## src/rtl/dmem_arb_pkg.sv

```systemverilog
// Shared definitions for the data-memory arbiter slice.
//   state_t     : arbiter FSM states (IDLE, ACCESS, RESP)
//   port_idx_t  : index of a requesting port (0 = core, 1 = debug/loader)
//   req_t       : one captured request (port, type, address, write data)
//   ADDR_WORDS_DEFAULT : default data-memory depth in words
package dmem_arb_pkg;

  localparam int ADDR_WORDS_DEFAULT = 64;

  typedef enum logic [1:0] {
    IDLE,
    ACCESS,
    RESP
  } state_t;

  typedef logic port_idx_t;

  typedef struct packed {
    port_idx_t   port;
    logic        we;
    logic [31:0] addr;
    logic [31:0] wdata;
  } req_t;

endpackage

```

## src/rtl/dmem_arbiter_if.sv

```systemverilog
// Bundle of the two requester ports and the data-memory port.
//   pN_valid/we/addr/wdata : request from port N
//   pN_ready               : request accepted this cycle
//   pN_rsp_valid/rdata/err : one-cycle response to port N
//   mem_read/write/addr/wdata, mem_rdata : single data-memory port
// slave  : the arbiter side
// master : the requesters plus the memory (e.g. a testbench)
interface dmem_arbiter_if;

  logic        p0_valid;
  logic        p0_we;
  logic [31:0] p0_addr;
  logic [31:0] p0_wdata;
  logic        p0_ready;
  logic        p0_rsp_valid;
  logic [31:0] p0_rsp_rdata;
  logic        p0_rsp_err;

  logic        p1_valid;
  logic        p1_we;
  logic [31:0] p1_addr;
  logic [31:0] p1_wdata;
  logic        p1_ready;
  logic        p1_rsp_valid;
  logic [31:0] p1_rsp_rdata;
  logic        p1_rsp_err;

  logic        mem_read;
  logic        mem_write;
  logic [31:0] mem_addr;
  logic [31:0] mem_wdata;
  logic [31:0] mem_rdata;

  modport slave (
    input  p0_valid, p0_we, p0_addr, p0_wdata,
    output p0_ready, p0_rsp_valid, p0_rsp_rdata, p0_rsp_err,
    input  p1_valid, p1_we, p1_addr, p1_wdata,
    output p1_ready, p1_rsp_valid, p1_rsp_rdata, p1_rsp_err,
    output mem_read, mem_write, mem_addr, mem_wdata,
    input  mem_rdata
  );

  modport master (
    output p0_valid, p0_we, p0_addr, p0_wdata,
    input  p0_ready, p0_rsp_valid, p0_rsp_rdata, p0_rsp_err,
    output p1_valid, p1_we, p1_addr, p1_wdata,
    input  p1_ready, p1_rsp_valid, p1_rsp_rdata, p1_rsp_err,
    input  mem_read, mem_write, mem_addr, mem_wdata,
    output mem_rdata
  );

endinterface

```

## src/rtl/dmem_arbiter_rr_arb2.sv

```systemverilog
// Two-requester round-robin arbiter, purely combinational.
//   req        : request vector {port1, port0}
//   last_grant : port granted most recently
//   grant      : one-hot grant (all zero when nothing is requested)
// A lone requester always wins; on contention the port that was not
// granted last wins.
module rr_arb2
  import dmem_arb_pkg::*;
(
  input  logic [1:0] req,
  input  port_idx_t  last_grant,
  output logic [1:0] grant
);

  // NOTE: every combinational output gets a default first so no path
  // through the block leaves it unassigned (which would infer a latch).
  always_comb begin
    grant = 2'b00;
    if (req[0] && (!req[1] || last_grant == 1'b1)) begin
      grant = 2'b01;
    end else if (req[1]) begin
      grant = 2'b10;
    end
  end

endmodule

```

## src/rtl/dmem_arbiter.sv

```systemverilog
// Arbitrates two requesters (core load/store, debug/loader) onto one
// single-ported data memory. Each transaction takes three cycles:
// accept (IDLE), memory access (ACCESS), response (RESP).
//   clk  : clock, rising edge
//   rst  : asynchronous, active-high reset
//   bus  : requester ports and memory port (dmem_arbiter_if.slave)
// Addresses at or above ADDR_WORDS never reach the memory; they complete
// with the error flag set and zero read data.
module dmem_arbiter
  import dmem_arb_pkg::*;
#(
  parameter int ADDR_WORDS = ADDR_WORDS_DEFAULT
) (
  input  logic           clk,
  input  logic           rst,
  dmem_arbiter_if.slave  bus
);

  state_t      state_q, state_d;
  port_idx_t   last_grant_q;
  req_t        req_q, req_in;
  logic        err_q;
  logic [31:0] rdata_q;
  logic [1:0]  grant;
  logic        accept;
  logic        in_range;

  rr_arb2 u_rr_arb2 (
    .req        ({bus.p1_valid, bus.p0_valid}),
    .last_grant (last_grant_q),
    .grant      (grant)
  );

  assign in_range = (req_q.addr < 32'(ADDR_WORDS));

  // Fields of whichever port the arbiter is granting this cycle.
  always_comb begin
    req_in.port  = grant[1];
    req_in.we    = grant[1] ? bus.p1_we    : bus.p0_we;
    req_in.addr  = grant[1] ? bus.p1_addr  : bus.p0_addr;
    req_in.wdata = grant[1] ? bus.p1_wdata : bus.p0_wdata;
  end

  always_comb begin
    state_d = state_q;
    accept  = 1'b0;
    unique case (state_q)
      IDLE: begin
        if (grant != 2'b00) begin
          accept  = 1'b1;
          state_d = ACCESS;
        end
      end
      ACCESS:  state_d = RESP;
      RESP:    state_d = IDLE;
      default: state_d = IDLE;
    endcase
  end

  // NOTE: state registers use non-blocking assignments so every flop
  // samples the pre-edge value of every other flop.
  always_ff @(posedge clk or posedge rst) begin
    if (rst) begin
      state_q      <= IDLE;
      last_grant_q <= 1'b1;
      req_q        <= '0;
      err_q        <= 1'b0;
      rdata_q      <= '0;
    end else begin
      state_q <= state_d;
      if (accept) begin
        req_q        <= req_in;
        last_grant_q <= req_in.port;
      end
      if (state_q == ACCESS) begin
        err_q   <= !in_range;
        rdata_q <= (in_range && !req_q.we) ? bus.mem_rdata : '0;
      end
    end
  end

  always_comb begin
    bus.p0_ready     = 1'b0;
    bus.p1_ready     = 1'b0;
    bus.p0_rsp_valid = 1'b0;
    bus.p0_rsp_rdata = '0;
    bus.p0_rsp_err   = 1'b0;
    bus.p1_rsp_valid = 1'b0;
    bus.p1_rsp_rdata = '0;
    bus.p1_rsp_err   = 1'b0;
    bus.mem_read     = 1'b0;
    bus.mem_write    = 1'b0;
    bus.mem_addr     = '0;
    bus.mem_wdata    = '0;
    unique case (state_q)
      IDLE: begin
        // Ready is masked by rst so it drops immediately on reset even
        // though a requester may still hold valid.
        bus.p0_ready = grant[0] && !rst;
        bus.p1_ready = grant[1] && !rst;
      end
      ACCESS: begin
        if (in_range) begin
          bus.mem_read  = !req_q.we;
          bus.mem_write = req_q.we;
          bus.mem_addr  = req_q.addr;
          bus.mem_wdata = req_q.wdata;
        end
      end
      RESP: begin
        if (req_q.port == 1'b0) begin
          bus.p0_rsp_valid = 1'b1;
          bus.p0_rsp_rdata = rdata_q;
          bus.p0_rsp_err   = err_q;
        end else begin
          bus.p1_rsp_valid = 1'b1;
          bus.p1_rsp_rdata = rdata_q;
          bus.p1_rsp_err   = err_q;
        end
      end
      default: ;
    endcase
  end

endmodule
```

## src/flat_wrapper.sv

```systemverilog
// flat-port wrapper written by rule: the top's interface ports become plain ports
module dmem_arbiter_flat import dmem_arb_pkg::*;
#(
  parameter int ADDR_WORDS = ADDR_WORDS_DEFAULT
)
  (clk, rst, bus_p0_valid, bus_p0_we, bus_p0_addr, bus_p0_wdata, bus_p0_ready, bus_p0_rsp_valid, bus_p0_rsp_rdata, bus_p0_rsp_err, bus_p1_valid, bus_p1_we, bus_p1_addr, bus_p1_wdata, bus_p1_ready, bus_p1_rsp_valid, bus_p1_rsp_rdata, bus_p1_rsp_err, bus_mem_read, bus_mem_write, bus_mem_addr, bus_mem_wdata, bus_mem_rdata);
  dmem_arbiter_if bus_i ();
  input  logic clk;
  input  logic rst;
  input wire logic [$bits(bus_i.p0_valid)-1:0] bus_p0_valid;
  input wire logic [$bits(bus_i.p0_we)-1:0] bus_p0_we;
  input wire logic [$bits(bus_i.p0_addr)-1:0] bus_p0_addr;
  input wire logic [$bits(bus_i.p0_wdata)-1:0] bus_p0_wdata;
  output wire logic [$bits(bus_i.p0_ready)-1:0] bus_p0_ready;
  output wire logic [$bits(bus_i.p0_rsp_valid)-1:0] bus_p0_rsp_valid;
  output wire logic [$bits(bus_i.p0_rsp_rdata)-1:0] bus_p0_rsp_rdata;
  output wire logic [$bits(bus_i.p0_rsp_err)-1:0] bus_p0_rsp_err;
  input wire logic [$bits(bus_i.p1_valid)-1:0] bus_p1_valid;
  input wire logic [$bits(bus_i.p1_we)-1:0] bus_p1_we;
  input wire logic [$bits(bus_i.p1_addr)-1:0] bus_p1_addr;
  input wire logic [$bits(bus_i.p1_wdata)-1:0] bus_p1_wdata;
  output wire logic [$bits(bus_i.p1_ready)-1:0] bus_p1_ready;
  output wire logic [$bits(bus_i.p1_rsp_valid)-1:0] bus_p1_rsp_valid;
  output wire logic [$bits(bus_i.p1_rsp_rdata)-1:0] bus_p1_rsp_rdata;
  output wire logic [$bits(bus_i.p1_rsp_err)-1:0] bus_p1_rsp_err;
  output wire logic [$bits(bus_i.mem_read)-1:0] bus_mem_read;
  output wire logic [$bits(bus_i.mem_write)-1:0] bus_mem_write;
  output wire logic [$bits(bus_i.mem_addr)-1:0] bus_mem_addr;
  output wire logic [$bits(bus_i.mem_wdata)-1:0] bus_mem_wdata;
  input wire logic [$bits(bus_i.mem_rdata)-1:0] bus_mem_rdata;
  assign bus_i.p0_valid = bus_p0_valid;
  assign bus_i.p0_we = bus_p0_we;
  assign bus_i.p0_addr = bus_p0_addr;
  assign bus_i.p0_wdata = bus_p0_wdata;
  assign bus_p0_ready = bus_i.p0_ready;
  assign bus_p0_rsp_valid = bus_i.p0_rsp_valid;
  assign bus_p0_rsp_rdata = bus_i.p0_rsp_rdata;
  assign bus_p0_rsp_err = bus_i.p0_rsp_err;
  assign bus_i.p1_valid = bus_p1_valid;
  assign bus_i.p1_we = bus_p1_we;
  assign bus_i.p1_addr = bus_p1_addr;
  assign bus_i.p1_wdata = bus_p1_wdata;
  assign bus_p1_ready = bus_i.p1_ready;
  assign bus_p1_rsp_valid = bus_i.p1_rsp_valid;
  assign bus_p1_rsp_rdata = bus_i.p1_rsp_rdata;
  assign bus_p1_rsp_err = bus_i.p1_rsp_err;
  assign bus_mem_read = bus_i.mem_read;
  assign bus_mem_write = bus_i.mem_write;
  assign bus_mem_addr = bus_i.mem_addr;
  assign bus_mem_wdata = bus_i.mem_wdata;
  assign bus_i.mem_rdata = bus_mem_rdata;
  dmem_arbiter #(.ADDR_WORDS(ADDR_WORDS)) u_core (.clk(clk), .rst(rst), .bus(bus_i));
endmodule
```

## config.mk

```make
export PLATFORM = sky130hd
export DESIGN_NAME = dmem_arbiter_flat
export DESIGN_NICKNAME = d
export VERILOG_FILES = /design/src/rtl/dmem_arb_pkg.sv /design/src/rtl/dmem_arbiter_if.sv /design/src/rtl/dmem_arbiter_rr_arb2.sv /design/src/rtl/dmem_arbiter.sv /design/src/flat_wrapper.sv
export SDC_FILE = /design/constraint.sdc
export NUM_CORES = 1
export LEC_CHECK = 0
export CAP_MARGIN = 20
export CORE_ASPECT_RATIO = 1.4
export CORE_MARGIN = 3
export CORE_UTILIZATION = 44
export CTS_CLUSTER_DIAMETER = 150
export DETAILED_ROUTE_END_ITERATION = 6
export HOLD_SLACK_MARGIN = 0.1
export PLACE_DENSITY = 0.88
export SLEW_MARGIN = 15
export SYNTH_ARGS = -nofsm -noshare
export SYNTH_HDL_FRONTEND = slang
export SYNTH_SLANG_ARGS = --single-unit
```

## constraint.sdc

```tcl
create_clock -name clk -period 6.3 [get_ports clk]
set_input_delay 1.26 -clock clk [delete_from_list [all_inputs] [get_ports clk]]
set_output_delay 1.26 -clock clk [all_outputs]
set_load 0.03 [all_outputs]
```

==> impl_metrics.tcl <==
set metrics [dict create \
    fill_cells 1031 \
    route.detailed.vias_per_inst 4.92 \
    post_synth_inst_count 566 \
    insertion_delay_ns 0.34 \
    crit_fanout 3 \
    clock_sink_count 102 \
    die_h_um 145 \
    drcViolationCount 0 \
    post_synth.cell_area_avg_um2 10.7 \
    final_hold_fails 0 \
    placement.setup.worst_slack_ns 1.84 \
    rsz0062_at_grt "no" \
    route.antenna.remaining_nets 0 \
    floorplan.die_area_um2 15200 \
    switching_share_pct 34.3 \
    floorplan.initialDensity_pct 45.2 \
    grt_overflow 0 \
    reg_clk_slew_reported_paths_ns 0.07 \
    postSynth.topFlopCell "sky130_fd_sc_hd__dfrtp_1" \
    hpwlAfterDp_mm 12.8 \
    worst_setup_path_end_kind "primary output" \
    status "completed" \
    post_dp_cell_area_um2 8800 \
    total_setup_violations_reported_at_the_end_of_the_flow 0 \
    drive_gt1_share_pct 14.4 \
    detailed_router_iteration_count_before_antenna_repair 4 \
    timing.final.crit_period_ns 4.43 \
    slew_headroom_pct 32.7 \
    synth_seq_cells 102 \
    grt_max_degree 74 \
    ctsHoldBuffers 0 \
    cellPowerDensity_nw_per_um2 272 \
    route.final.wire_length_mm 16.6 \
    startpoint_type "input port" \
    internal_power_uw 1630 \
    cts.repair.resized 0 \
    synthArstFlopShare_pct 100 \
    route.detailed.wl_per_inst_um 16.6 \
    crit_start "bus_p1_valid" \
    nNetsFinal 982 \
    vdd_ir_drop_max_mv 0.155 \
    total_switching_power_uw 852 \
    worstPathArrival_ns 3.17 \
    layout_worst_path_cycle_share_pct 70.3 \
    syn-cell-area_um2 6050 \
    core_um2 13400 \
    r2r_setup_slack_ns 3.83 \
    ff2ff_path_depth 4 \
    first_pass_grt_wire_length_mm 26.0 \
    syn2layout_area_growth_pct 50.9 \
    clk_root_buffer_cell "sky130_fd_sc_hd__clkbuf_16" \
    synthDistinctLibCells 30 \
    vias 4938 \
    synth.yosys.warnings 0 \
    rows 50 \
    edff_count_synth 0 \
    die_width_um 105 \
    place.port_buffers 275 \
    timing.critical_path.to "bus_p1_ready" \
    clock.fmax_mhz 226 \
    final-max-slew-violation-count 0 \
    required_ns 5.04 \
    num_antenna_cells 0 \
    level_count_of_the_clock_h_tree 3 \
    drv_cap 0 \
    finalWeightedCongestion 0.794 \
    dp.cells 986 \
    yosysSeqAreaShare_pct 42.2 \
    criticalPathCategory "in2out" \
    power_frac_clock_pct 22.7 \
    beginning_of_the_worst_register_to_register_path "u_core.state_q[0]" \
    first_global_vias 5316 \
    hold_path_class "reg2reg" \
    totalNegativeSetupSlack_ns 0 \
    whs_ns 0.495 \
    multiInputGateArea_um2 2930 \
    pin_count 302 \
    number_of_antenna_violations_at_the_first_check_in_global_routing 0 \
    static_leakage_uw 0.00403 \
    worst_margin_slew_ns 1.01 \
    maximum_clock_insertion_buffer_count 2 \
    cts_inserted_buffers 9 \
    post-route-worst-setup-slack_ns 1.87 \
    ff_latch_area_um2 2550 \
    grt_use_total_pct 21.2 \
    cts_setup_buffers 0 \
    postLayoutCellArea_um2 9130 \
    worst_clock_skew_ns 0.0105 \
    power_frac_seq_pct 42.4 \
    dr.first_iter.drc_count 122 \
    cts_tree "built" \
    critical_path.reg2reg.endpoint "u_core.rdata_q[22]" \
    finalNonFillerCells 1003 \
    combinationalPowerShare_pct 34.9 \
]
==> cell usage after synthesis (4+ instances only) <==
cell type                  count  area (um^2)
sky130_fd_sc_hd__buf_4        32          240
sky130_fd_sc_hd__and2_1       66          413
sky130_fd_sc_hd__buf_2        10         50.1
sky130_fd_sc_hd__dfrtp_1     101         2530
sky130_fd_sc_hd__mux2i_1      78          781
sky130_fd_sc_hd__nor3_1       40          200
sky130_fd_sc_hd__mux2_2       54          608
sky130_fd_sc_hd__nand2_1      32          120
sky130_fd_sc_hd__nor4_1        4         25.0
sky130_fd_sc_hd__clkbuf_1     21         78.8
sky130_fd_sc_hd__inv_1        74          278
sky130_fd_sc_hd__o41ai_2      29          472
==> critical path, cell delays in order <==
cell and delay [ns]:
sky130_fd_sc_hd__clkdlybuf4s50_1 0.51, sky130_fd_sc_hd__a21boi_4 0.20, sky130_fd_sc_hd__nor4b_1 0.44, sky130_fd_sc_hd__clkdlybuf4s50_1 0.76
==> cells in the final DEF (no fill, tap or decap), drive strengths merged, types with 2 or more instances in the layout <==
cell / Yosys / final
inv: 74 / 76
clkinvlp: 0 / 2
nor3: 41 / 41
and2: 66 / 66
nor4b: 2 / 2
o41ai: 32 / 32
nand2: 32 / 32
conb: 1 / 26
buf: 47 / 7
mux2i: 78 / 78
nor4: 7 / 7
clkdlybuf4s50: 0 / 275
clkbuf: 21 / 10
dfrtp: 101 / 101
mux2: 54 / 54
==> power groups by stage <==
stage | logic (uW) | clock network [uW] | registers, uW
finish | 867 | 564 | 1060
CTS | 876 | 573 | 1060
detailed placement | 874 | 0 | 1070
global route | 947 | 604 | 1080
floorplan | 683 | 0 | 974
global placement | 820 | 0 | 1050
==> per-layer routing <==
metal | track usage, % | vias to the layer above | share of wire [%]
met2 | 41.4 | 205 | 56
met3 | 3.73 | 33 | 5.2
met1 | 22.3 | 2350 | 36
met4 | 9.05 | 0 | 2.8
li1 | - | 2350 | -
met5 | 0 | - | 0
==> through the flow <==
| stage | util [%] | power, uW |
|---|---|---|
| 6_report | 68.2 | 2490 |
| 3_3_place_gp | 65.6 | 1870 |
| 4_1_cts | 68.0 | 2510 |
| 3_5_place_dp | 65.7 | 1940 |
| 2_1_floorplan | - | 1660 |
| 5_1_grt | 68.2 | 2630 |
==> cells by family after synthesis <==
kind of cell,synth area share [%]
mux,23.0
other cells,0.0620
flops,42.2
compound gates,8.65
buf+inv,11.4
simple gates,14.7
==> final cells by class <==
cell class / count / area share, %
Clock buffer: 10 / 2.62
Clock inverter: 6 / 0.740
Inverter: 74 / 3.07
Multi-Input combinational cell: 347 / 32.1
Sequential cell: 102 / 28.0
Tap cell: 182 / 2.50
Timing Repair Buffer: 282 / 31.0
==> worst min path at each step <==
| stage | from | to | slack [ns] | cells past startpoint |
|---|---|---|---|---|
| 2_1_floorplan | u_core.rdata_q[20] | u_core.rdata_q[20] | 0.45 | 2 |
| 3_3_place_gp | u_core.rdata_q[20] | u_core.rdata_q[20] | 0.46 | 2 |
| 3_5_place_dp | u_core.rdata_q[21] | u_core.rdata_q[21] | 0.48 | 2 |
| 4_1_cts | u_core.rdata_q[21] | u_core.rdata_q[21] | 0.50 | 2 |
| 5_1_grt | u_core.rdata_q[14] | u_core.rdata_q[14] | 0.53 | 2 |
| 6_report | u_core.rdata_q[21] | u_core.rdata_q[21] | 0.49 | 2 |
==> sequential cells by signal, summed over array words and instances, names as in the netlist <==
name and count:
u_core.err_q 1, u_core.last_grant_q 1, u_core.rdata_q 32, u_core.req_q 66, u_core.state_q 2
(Power assumes the default switching activity.)
==> RTL change 1, RTL diff (same settings) <==
Reset style: synchronous (`rst`), changed in one clocked block. Comments in the files are not updated.
--- a/src/rtl/dmem_arbiter.sv
+++ b/src/rtl/dmem_arbiter.sv
@@ -59,7 +59,7 @@
 
   // NOTE: state registers use non-blocking assignments so every flop
   // samples the pre-edge value of every other flop.
-  always_ff @(posedge clk or posedge rst) begin
+  always_ff @(posedge clk) begin
     if (rst) begin
       state_q      <= IDLE;
       last_grant_q <= 1'b1;
Behaviour: differs if rst is asserted again (counterexample within 4 cycles, from zero or initial values and one cycle with rst high); with rst held inactive, the same outputs for 10 cycles.
==> RTL change 1 against the original RTL <==
- worst setup slack better by 0.13 ns
- non-clock buffer count grew 6
- hold slack lost 0.048 ns
- area after synthesis decreased by 5.9%
- sequential cell count is the same
- routed wire length is 17% higher
- via count up 25%
- design area down 4.8%
- die area down 5.6%
- core utilization grew 1.4 points
- sequential share of layout area shrank 4.5 points
- first-iteration DRC count rose by 150%
- largest cell class unchanged
Power is not compared: it rests on default switching activity, and its combinational part moved more than twofold at a synthesized area within 25%.
==> RTL change 1: results (changes against the original RTL) <==
Logic synthesis
  • Top cells by area, synth: dfxtp_1 (36%), nand2_1 (10%), and2_1 (7.4%)
  • Top FF cell, synth: dfxtp_1
  • Top post-synthesis cells by count: nand2_1 (154), dfxtp_1 (102), and2_1 (67), clkbuf_1 (57), a21oi_1 (43)
  • Synth cell types: 33 (+10%)
  • Mux cell area share after synthesis: 0% (-23 points)
  • EDFF count, synth: 0 (unchanged)
  • Syn Inst Count: 740 (+31%)
  • Register area share after synthesis: 35.9% (-6.3 points)
  • Compound-Gate Fraction of Synth Area: 19.4% (+11 points)
  • Synth warnings: 0 (unchanged)
  • Synth async-reset ratio: 0% (-100 points)

Finish
  • Fin cells: 1118 (+11%)
  • Share of cells above drive strength 1: 5.58% (-8.8 points)

Global route
  • Vias in the first global route: 5983 (+13%)
  • First-pass GRT wire length: 30000 um (+16%)
  • Overall Global Routing Usage: 26.1% (+4.9 points)
  • GRT met3 Usage: 5.45% (+1.7 points)
  • Met2 Use GR: 46.5% (+5.1 points)
  • Largest net degree at the start of global routing: 79 (+6.8%)
  • Met1 Use GR: 29.1% (+6.8 points)

Placement
  • Post-DP HPWL: 13400 um (+4.7%)
  • Setup slack at placement: 2.01 ns (+0.176 ns)
  • Post-DP Area: 0.00835 sq mm (-5.1%)
  • Gp weighted congestion: 0.816 (+2.9%)

Outcome
  • Status: finished clean

Detailed routing
  • Avg WL per Cell: 17.3 um (+4.6%)
  • 1st-iter DRT viols: 304 (+150%)
  • Via Count: 6190 (+25%)

Worst setup path
  • CP Max Fanout: 5 (+2)
  • Slowest CP cell: clkdlybuf4s50_1
  • Crit path DAT: 3.04 ns (-0.13 ns)

Timing
  • Crit path time final: 4.30 ns (-0.133 ns)
  • Worst-Margin Slew: 0.944 ns (-0.0653 ns)
  • Worst clock skew: 0.0105 ns (-0.0000559 ns)
==> RTL change 1: cell types whose count changed in the layout (fill, tap and decap cells not counted), sizes merged, moves of 43 or more <==
cell	unedited run	this run
nand2	32	154
dfxtp	0	102
dfrtp	101	0
mux2i	78	0
mux2	54	0
a21oi	0	43
==> RTL change 1: worst min-delay path, stage by stage, from the launching register on <==
cell     delay [ns]
dfxtp_1        0.31
nand2_1        0.05
a32oi_1        0.04
==> RTL change 1: worst paths after layout <==
| check | slack (ns) | end | start | depth (start not counted) |
|---|---|---|---|---|
| min | 0.45 | u_core.req_q[27] | u_core.req_q[27] | 2 |
| min reg2reg | 0.45 | u_core.req_q[27] | u_core.req_q[27] | 2 |
| max reg2reg | 4.28 | u_core.req_q[17] | u_core.state_q[1] | 3 |
| max | 2.00 | bus_p1_ready | bus_p1_valid | 4 |
==> RTL change 1: power breakdown <==
group | internal [mW] | switching, mW | total (mW)
Clock | 0.348 | 0.247 | 0.595
Combinational | 0.184 | 0.244 | 0.427
Sequential | 0.701 | 0.0378 | 0.739
Total | 1.23 | 0.529 | 1.76
==> RTL change 1: final cells by class <==
| cell class | count | area, sq um |
|---|---|---|
| Sequential cell | 102 | 2040 |
| Tap cell | 150 | 188 |
| Antenna cell | 1 | 2.50 |
| Inverter | 41 | 154 |
| Multi-Input combinational cell | 520 | 3130 |
| Clock inverter | 6 | 86.3 |
| Fill cell | 1020 | 3800 |
| Timing Repair Buffer | 288 | 2860 |
| Clock buffer | 10 | 229 |
==> RTL change 1: layer usage <==
| metal | vias to the layer above | part of all wire (%) |
|---|---|---|
| met5 | - | 0 |
| met3 | 38 | 6.7 |
| met4 | 0 | 3.5 |
| met1 | 2916 | 38 |
| li1 | 2992 | - |
| met2 | 244 | 52 |
==> RTL change 2, RTL diff (same settings) <==
Without the edit above. The 3 states of `state_t` get a one-hot encoding in 3 bits.
--- a/src/rtl/dmem_arb_pkg.sv
+++ b/src/rtl/dmem_arb_pkg.sv
@@ -7,10 +7,10 @@
 
   localparam int ADDR_WORDS_DEFAULT = 64;
 
-  typedef enum logic [1:0] {
-    IDLE,
-    ACCESS,
-    RESP
+  typedef enum logic [2:0] {
+    IDLE   = 3'b001,
+    ACCESS = 3'b010,
+    RESP   = 3'b100
   } state_t;
 
   typedef logic port_idx_t;
Check against the original RTL: same outputs for any inputs over 10 cycles, from zero or initial values and one cycle with rst high; not proved beyond that.
==> RTL change 2 against the original RTL <==
- count of clock-buffer cells in the layout up 4
- routed wire length is 4.1% lower
- non-clock buffer count rose by 2
- total power shrank 5.7%
- worst setup slack got worse by 0.0085 ns
- design area fell by 6.6%
- area after synthesis down 9.4%
- sequential cell count increased by 1
- critical path type unchanged
- largest power group unchanged
==> RTL change 2: results (changes against the original RTL) <==
Worst setup path
  • Worst Reg2Reg Path Length in Cells: 5 (+1)
  • RR Startpoint: u_core.state_q[0]
  • Critical R2R Capture: u_core.rdata_q[26]
  • Flop2flop setup slack: 3.67 ns (-0.16 ns)
  • CP Max Fanout: 19 (+16)
  • Crit path DAT: 3.18 ns (about the same)
  • Slowest CP cell: clkdlybuf4s50_1
  • CP max stage delay: 0.70 ns (-0.06 ns)

Timing
  • Worst clock skew: 0.00646 ns (-0.00406 ns)
  • Rel. slew slack: 34.0% (+1.3 points)
  • Hold_ws: 0.485 ns (-0.0101 ns)
  • TNS Setup: 0 ns (unchanged)

Hold path
  • Worst hold endpoint: u_core.rdata_q[23]
  • Hold Crit Start: u_core.rdata_q[23]

Finish
  • Top flop regs: u_core.req_q: 66 flops, u_core.rdata_q: 32 flops, u_core.state_q: 3 flops
  • Nets: 1016 (+3.5%)
  • Share of cells above drive strength 1: 5.03% (-9.3 points)
  • Final-layout fill cell count: 915 (-11%)
  • Number of diodes: 0 (unchanged)

Power
  • Leakage power: 3.51 nW (-13%)
  • Worst vdd ir: 0.219 mV (+41%)
  • Switching part of the total power: 34.6% (+0.36 points)

CTS
  • Resize count post-CTS: 0 (unchanged)
  • Post-CTS Setup Inserts: 0 (unchanged)
  • Clk Latency, worst-skew pair: 0.34 ns (about the same)
  • CTS H-tree depth: 3 (unchanged)
  • Cts bufs inserted: 9 (unchanged)
  • Root Driver: clkbuf_16

Global route
  • Initial antenna violation count: 1 (+1)
  • Largest net degree at the start of global routing: 93 (+26%)
  • Overall Global Routing Usage: 22.7% (+1.5 points)
  • First-pass GRT wire length: 25200 um (-3.0%)
  • Vias in the first global route: 5230 (-1.6%)

Logic synthesis
  • Top cells by area, synth: dfrtp_1 (46%), and2_1 (12%), mux2i_1 (12%)
  • Top post-synthesis cells by count: and2_1 (105), dfrtp_1 (101), nor2_1 (70), a21oi_1 (66)
  • Top cell type's share of synthesized area: 46.1% (+4.3 points)
  • Register area share after synthesis: 47.1% (+4.8 points)
  • Synth cell types: 30 (unchanged)
  • Top FF cell, synth: dfrtp_1

Detailed routing
  • Avg WL per Cell: 15.9 um (-4.0%)
  • Pre-antenna DRT Iters: 4 (unchanged)
  • Vias per cell: 4.98 (+1.1%)
  • 1st-iter DRT viols: 131 (+7.4%)

Outcome
  • Status: finished clean

Placement
  • Post-DP HPWL: 12200 um (-4.2%)
  • Gp weighted congestion: 0.802 (+1.0%)
## RTL change 2: worst max-delay path, delay by kind of cell
kind	cells	cell delay (ns)
and+or+nand+nor	1	0.23
buffers and inverters	4	1.59
AOI/OAI and AO/OA	1	0.10
## RTL change 2: area by class of cell
cell class	count	area [sq um]	share of cell area [%]
repair buffers	284	2820	33.1
flip-flops and latches	103	2580	30.3
inverters	3	13.8	0.161
clock inverters	2	15.0	0.176
multi-input cells	449	2640	30.9
well taps	147	184	2.16
clock buffers	14	274	3.21
## RTL change 2: worst max-delay path by stage
stage,startpoint,endpoint,depth (start not counted)
floorplan,bus_p1_valid,bus_p1_ready,5
global placement,bus_p1_valid,bus_p1_ready,6
detailed placement,bus_p1_valid,bus_p1_ready,6
CTS,bus_p1_valid,bus_p1_ready,6
global route,u_core.req_q[44],bus_mem_wdata[21],6
finish,bus_p1_valid,bus_p1_ready,6
## RTL change 2: logic make-up (layout without fill, tap and decap cells)
kind of cell,count (synthesis),count (layout),share of synthesized area (%)
buf+inv,70,303,7.26
mux,67,67,12.3
compound gates,99,99,9.52
flops,103,103,47.1
simple gates,257,257,23.8
other cells,1,26,0.0684
## RTL change 2: routing by layer
| layer | vias up | track usage (%) | share of wire [%] |
|---|---|---|---|
| li1 | 2414 | - | - |
| met1 | 2306 | 23.3 | 34 |
| met2 | 225 | 43.5 | 55 |
| met3 | 41 | 3.48 | 6.9 |
| met4 | 2 | 10.8 | 3.7 |
| met5 | - | 0 | 0.082 |
## RTL change 2: per-stage QoR
stage / setup WS (ns) / util (%) / instances / cell area, sq um / power, mW
floorplan: 2.21 / - / 622 / 5580 / 1.57
global placement: 1.89 / 68.6 / 985 / 8230 / 1.77
detailed placement: 1.87 / 68.6 / 985 / 8230 / 1.82
CTS: 1.86 / 71.0 / 1001 / 8520 / 2.36
global route: 1.76 / 71.1 / 1002 / 8530 / 2.50
finish: 1.86 / 71.1 / 1002 / 8530 / 2.34
## RTL change 2: power by group through the flow
stage | registers [mW] | logic (mW) | clock network, mW
after floorplan | 0.992 | 0.574 | 0
after global placement | 1.04 | 0.737 | 0
after detailed placement | 1.05 | 0.774 | 0
after CTS | 1.04 | 0.778 | 0.541
after global routing | 1.07 | 0.869 | 0.566
final | 1.04 | 0.775 | 0.527
